`src/rtl/cdb_arbiter.sv`:
```
// rtl/cdb_arbiter.sv - round-robin Common Data Bus arbiter with registered broadcast
// Optional counters stat_bcast/stat_stall are built when CDB_STATS_EN is defined.
module cdb_arbiter #(
   parameter int NUM_REQ    = 4,
   parameter int TAG_WIDTH  = 4,
   parameter int DATA_WIDTH = 32,
   localparam int PW        = $clog2(NUM_REQ)
) (
   input  logic                          clk,
   input  logic                          rst,
   input  logic                          flush,
   input  logic [NUM_REQ-1:0]            req,
   input  logic [NUM_REQ*TAG_WIDTH-1:0]  req_tag,
   input  logic [NUM_REQ*DATA_WIDTH-1:0] req_data,
   output logic [NUM_REQ-1:0]            grant,
   output logic                          cdb_valid,
   output logic [TAG_WIDTH-1:0]          cdb_tag,
   output logic [DATA_WIDTH-1:0]         cdb_data,
   output logic [PW-1:0]                 cdb_src
`ifdef CDB_STATS_EN
   ,
   output logic [31:0]                   stat_bcast,
   output logic [31:0]                   stat_stall
`endif
);

   logic [PW-1:0] ptr;
   logic [PW-1:0] win_idx;
   logic          found;

   // Scan from ptr upward with wrap; first requester wins.
   always_comb begin
      int idx;
      grant   = '0;
      win_idx = '0;
      found   = 1'b0;
      idx     = 0;
      if (!rst && !flush) begin
         for (int k = 0; k < NUM_REQ; k++) begin
            idx = (int'(ptr) + k) % NUM_REQ;
            if (!found && req[idx]) begin
               found      = 1'b1;
               grant[idx] = 1'b1;
               win_idx    = PW'(idx);
            end
         end
      end
   end

   always_ff @(posedge clk) begin
      if (rst) begin
         cdb_valid <= 1'b0;
         cdb_tag   <= '0;
         cdb_data  <= '0;
         cdb_src   <= '0;
         ptr       <= '0;
      end else begin
         cdb_valid <= found;
         if (found) begin
            cdb_tag  <= req_tag[win_idx*TAG_WIDTH +: TAG_WIDTH];
            cdb_data <= req_data[win_idx*DATA_WIDTH +: DATA_WIDTH];
            cdb_src  <= win_idx;
            ptr      <= (win_idx == PW'(NUM_REQ-1)) ? '0 : win_idx + 1'b1;
         end
      end
   end

`ifdef CDB_STATS_EN
   // A stall cycle is counted once, however many units lose it.
   always_ff @(posedge clk) begin
      if (rst) begin
         stat_bcast <= '0;
         stat_stall <= '0;
      end else if (!flush) begin
         if (found)
            stat_bcast <= stat_bcast + 32'd1;
         if (((|req) && !found) || ($countones(req) > 1))
            stat_stall <= stat_stall + 32'd1;
      end
   end
`endif

endmodule

```
`config.mk`:
```
export PLATFORM = sky130hd
export DESIGN_NAME = cdb_arbiter
export DESIGN_NICKNAME = d
export VERILOG_FILES = /design/src/rtl/cdb_arbiter.sv
export SDC_FILE = /design/constraint.sdc
export NUM_CORES = 1
export LEC_CHECK = 0
export CELL_PAD_IN_SITES_DETAIL_PLACEMENT = 0
export CELL_PAD_IN_SITES_GLOBAL_PLACEMENT = 1
export CORE_UTILIZATION = 27
export CTS_CLUSTER_SIZE = 14
export DETAILED_ROUTE_END_ITERATION = 12
export GPL_TIMING_DRIVEN = 0
export PLACE_DENSITY = 0.9
export SYNTH_ARGS = -nofsm -noshare
export SYNTH_HDL_FRONTEND = slang
export SYNTH_SLANG_ARGS = --single-unit
```
`constraint.sdc`:
```
create_clock -name clk -period 5.6 [get_ports clk]
set_input_delay 1.4 -clock clk [delete_from_list [all_inputs] [get_ports clk]]
set_output_delay 1.4 -clock clk [all_outputs]
set_load 0.1 [all_outputs]
```
==> results.txt, run 1 <==
----------------------------------------------------
[Yosys]
  Synth Area per Inst ... 9.18 sq um
  Cell with the most instances after synthesis ... sky130_fd_sc_hd__mux2i_1
  Parity-gate share of the synthesized area counting xor and xnor cells ... 0.0115
  Synth Instances ... 319
  Post-synthesis sequential area ratio ... 0.280
  Number of distinct standard cells referenced by the synthesized netlist ... 53
  Portion of netlist area occupied by mux cells ... 0.240
  Count of flip-flops with a built-in enable after synthesis ... 0
  Largest family of logic cells by synthesized area ... multiplexers
  Leading register cell type out of synthesis ... sky130_fd_sc_hd__dfxtp_1
  Leading cell types by count after synthesis ... 59 x sky130_fd_sc_hd__mux2i_1, 41 x sky130_fd_sc_hd__dfxtp_1, 34 x sky130_fd_sc_hd__nand2_1
  Ys async rst share ... 0
  Largest area contributor in the netlist ... sky130_fd_sc_hd__dfxtp_1
  Number of register bits inferred by synthesis ... 41
  Total of warnings raised by yosys ... 0
  Total nets after synthesis ... 478
  Simple-Gate Fraction of Synth Area ... 0.151
  Area fraction in compound gates after synthesis ... 0.224
  Adder-cell share of the synthesized area ... 0.0342
  Area of the mapped netlist ... 0.00293 sq mm
  Area share of the largest cell type after synthesis ... 0.280
  Largest cells by area after synthesis ... sky130_fd_sc_hd__dfxtp_1 28%, sky130_fd_sc_hd__mux2i_1 20%, sky130_fd_sc_hd__o221ai_1 7.2%

[CTS]
  Clock tree from TritonCTS ... yes
  Clock buffer count from CTS ... 5
  Hold buffer count at cts ... 0
  H-tree Lvls ... 2
  Clk sink count ... 41
  Register clock-pin slew on the reported worst setup and hold paths ... 80 ps
  Post-CTS Setup Bufs ... 0
  Largest buffer count on any clock path ... 2
  Clk root buf ... sky130_fd_sc_hd__clkbuf_8
  Clock latency reported for the late side of the worst-skew pair ... 290 ps

[Hold path]
  End of the worst hold path ... cdb_src[0]$_SDFFE_PP0P_
  Type of the most critical hold path ... reg2reg
  Startpoint of the tightest hold check path ... cdb_src[0]$_SDFFE_PP0P_
  Cell count of the worst hold path ... 2

[Timing]
  Total negative slack for setup checks ... 0 ps
  Fmax achieved ... 192 MHz
  Crit share post-route ... 0.932
  Tightest Pin Transition ... 1030 ps
  Slew Limit Fails ... 0
  Headroom to the max-slew limit ... 0.315
  Shortest period the worst path allows ... 5220 ps
  Worst clock skew on the final layout ... 6.68 ps
  Unrepaired setup endpoints after global routing ... false
  Hold violation count in the final report ... 0
  Final-report setup violation count ... 0

[Global route]
  Largest net degree at the start of global routing ... 13
  Leftover overflow at the end of global routing ... 0
  Antenna violations before repair ... 0
  First-pass GRT wire length ... 16900 microns
  Vias in the first global route ... 3280
  Global routing usage summed across all routing layers ... 0.189

[Worst setup path]
  Highest fanout seen on the critical path ... 10
  Crit path launch type ... input pin
  Category of the critical setup timing path ... in2out
  Nature of the critical path endpoint ... primary output
  Register-to-register setup slack ... 1710 ps
  Reg2reg end ... cdb_tag[0]$_SDFFE_PP0P_
  Critical R2R Launch ... ptr[0]$_SDFFE_PP0P_
  Worst R2R Path Depth ... 11
  Critical Path RT ... 4200 ps
  Data arrival at the endpoint of the critical path ... 3820 ps

[Power and ir drop]
  VDD IR-drop max ... 157 uV
  Total design power ... 1.62 mW
  Static power due to leakage ... 2.14 nW
  Power density relative to cell area ... 316 mW/mm^2

[Floorplanning]
  Die span in y ... 106 microns
  Core ar. ... 0.0104 sq mm
  Die ar. ... 0.0113 sq mm
  Initial core utilization ... 0.281
  Ports placed on the boundary ... 194
  Std cell rows ... 37
  Horiz. Die Dim ... 106 microns

[Drt]
  Routed wire length per instance ... 16.7 microns
  Drc violations ... 0
  Sum of routed wire length over all layers ... 10900 microns
  Average via count per standard cell ... 5.03
  Number of nets with antenna violations after routing ... 0
  Count of vias placed by the detailed router ... 3292
  Detailed-routing iteration count for the pre-antenna-repair pass ... 4
  Number of DRC markers after the initial detailed-route iteration ... 90

[Job]
  Number of max-cap violations ... 0

[Finish]
  Count of antenna diodes in the layout ... 0
  Final instance area ... 0.00512 sq mm
  Share of final-layout standard cells stronger than drive strength 1 ... 0.0848
  Area Overhead vs Synth ... 74.7%
  Nets ... 677

[Run status]
  Status ... finished, final reports clean

[Placed design]
  Standard cell area after detailed placement ... 0.00502 sq mm
  Detailed Place HPWL ... 8910 microns
  RePlAce Congestion ... 0.823
  Number of I/O port buffers ... 192

----------------------------------------------------
## metrics by stage
step           std cells  setup slack [ps]  hold slack (ps)   util
3_5_place_dp         647              -294              452  0.482
4_1_cts              655              3.33              467  0.493
5_1_grt              655               186              491  0.491
3_3_place_gp         647              -245              442  0.482
6_report             655               381              466  0.491
2_1_floorplan        319               350              588      -
## what timing repair did
item | in CTS | in global routing
cloned | 0 | 0
endpoints found under the setup margin | 4 | 4
pin swaps | 0 | 0
resized for setup | 5 | 7
## state kept, by name, summed over array words and instances, names as in the netlist
| signal | cells |
|---|---|
| cdb_data | 32 |
| cdb_valid | 1 |
| cdb_src | 2 |
| ptr | 2 |
| cdb_tag | 4 |
## cell usage in the layout (no fill, tap or decap), types with 5 or more instances in the layout
| master | instances |
|---|---|
| sky130_fd_sc_hd__nor2b_1 | 5 |
| sky130_fd_sc_hd__clkbuf_8 | 6 |
| sky130_fd_sc_hd__mux2i_1 | 59 |
| sky130_fd_sc_hd__clkbuf_1 | 14 |
| sky130_fd_sc_hd__nor2_1 | 18 |
| sky130_fd_sc_hd__ha_1 | 8 |
| sky130_fd_sc_hd__a21oi_1 | 10 |
| sky130_fd_sc_hd__dfxtp_1 | 41 |
| sky130_fd_sc_hd__nand2_1 | 34 |
| sky130_fd_sc_hd__a221oi_1 | 12 |
| sky130_fd_sc_hd__clkdlybuf4s50_1 | 188 |
| sky130_fd_sc_hd__o221ai_1 | 24 |
| sky130_fd_sc_hd__nor3_1 | 5 |
| sky130_fd_sc_hd__o21ai_0 | 9 |
## worst max-delay path: stages
cell                              delay, ps
sky130_fd_sc_hd__clkdlybuf4s50_1        440
sky130_fd_sc_hd__clkbuf_1               220
sky130_fd_sc_hd__or4b_2                 640
sky130_fd_sc_hd__nor3_1                 150
sky130_fd_sc_hd__a211o_1                250
sky130_fd_sc_hd__a221oi_1               130
sky130_fd_sc_hd__nor2_1                 120
sky130_fd_sc_hd__clkbuf_2               460
## layer usage
| layer | vias to the layer above | GRT usage | part of all wire |
|---|---|---|---|
| met2 | 93 | 0.350 | 0.52 |
| met5 | - | 0 | 0 |
| li1 | 1621 | - | - |
| met4 | 0 | 0.0437 | 0.011 |
| met1 | 1570 | 0.229 | 0.42 |
| met3 | 8 | 0.0245 | 0.048 |
## layout make-up
cell class | instances | area, sq um
repair buffers | 192 | 1900
plain buffers | 26 | 155
clock inverters | 1 | 30.0
flip-flops and latches | 41 | 821
inverters | 4 | 15.0
clock buffers | 7 | 86.3
fillers | 1011 | 5300
well taps | 136 | 170
multi-input cells | 248 | 1940
## cell families (layout without fill, tap and decap cells)
family                     after synthesis  after routing
xor gates and xnor gates                 3              3
adders and majority gates                8              8
buffers and inverters                   30            230
AOI/OAI and AO/OA                       84             84
muxes                                   66             66
and+or+nand+nor                         87             87
DFF                                     41             41
## report_power, final
part	total [mW]	internal [mW]	switching, mW
combinational	0.996	0.366	0.629
sequential	0.370	0.338	0.0316
clock	0.252	0.146	0.107
total	1.62	0.850	0.768
## worst max-delay path by stage
| stage | startpoint | to | slack [ps] | cells past startpoint |
|---|---|---|---|---|
| 6_report | req[0] | grant[0] | 380 | 8 |
| 5_1_grt | ptr[0]$_SDFFE_PP0P_ | grant[0] | 190 | 10 |
| 4_1_cts | req[0] | grant[3] | 3 | 8 |
| 3_5_place_dp | req[0] | grant[0] | -290 | 8 |
| 3_3_place_gp | req[0] | grant[1] | -240 | 8 |
| 2_1_floorplan | req[0] | grant[0] | 350 | 6 |
Power figures use the tool's default switching activity.
==> run 2: changes to the inputs <==
--- a/config.mk
+++ b/config.mk
@@ -12,6 +12,7 @@
 export DETAILED_ROUTE_END_ITERATION = 12
 export GPL_TIMING_DRIVEN = 0
 export PLACE_DENSITY = 0.9
+export SKIP_LAST_GASP = 1
 export SYNTH_ARGS = -nofsm -noshare
 export SYNTH_HDL_FRONTEND = slang
 export SYNTH_SLANG_ARGS = --single-unit
==> results of run 2 <==
Final layout, timing and power as in run 1 (identical DEF).
Main changes from that run: number of gates resized after CTS 5 -> 4
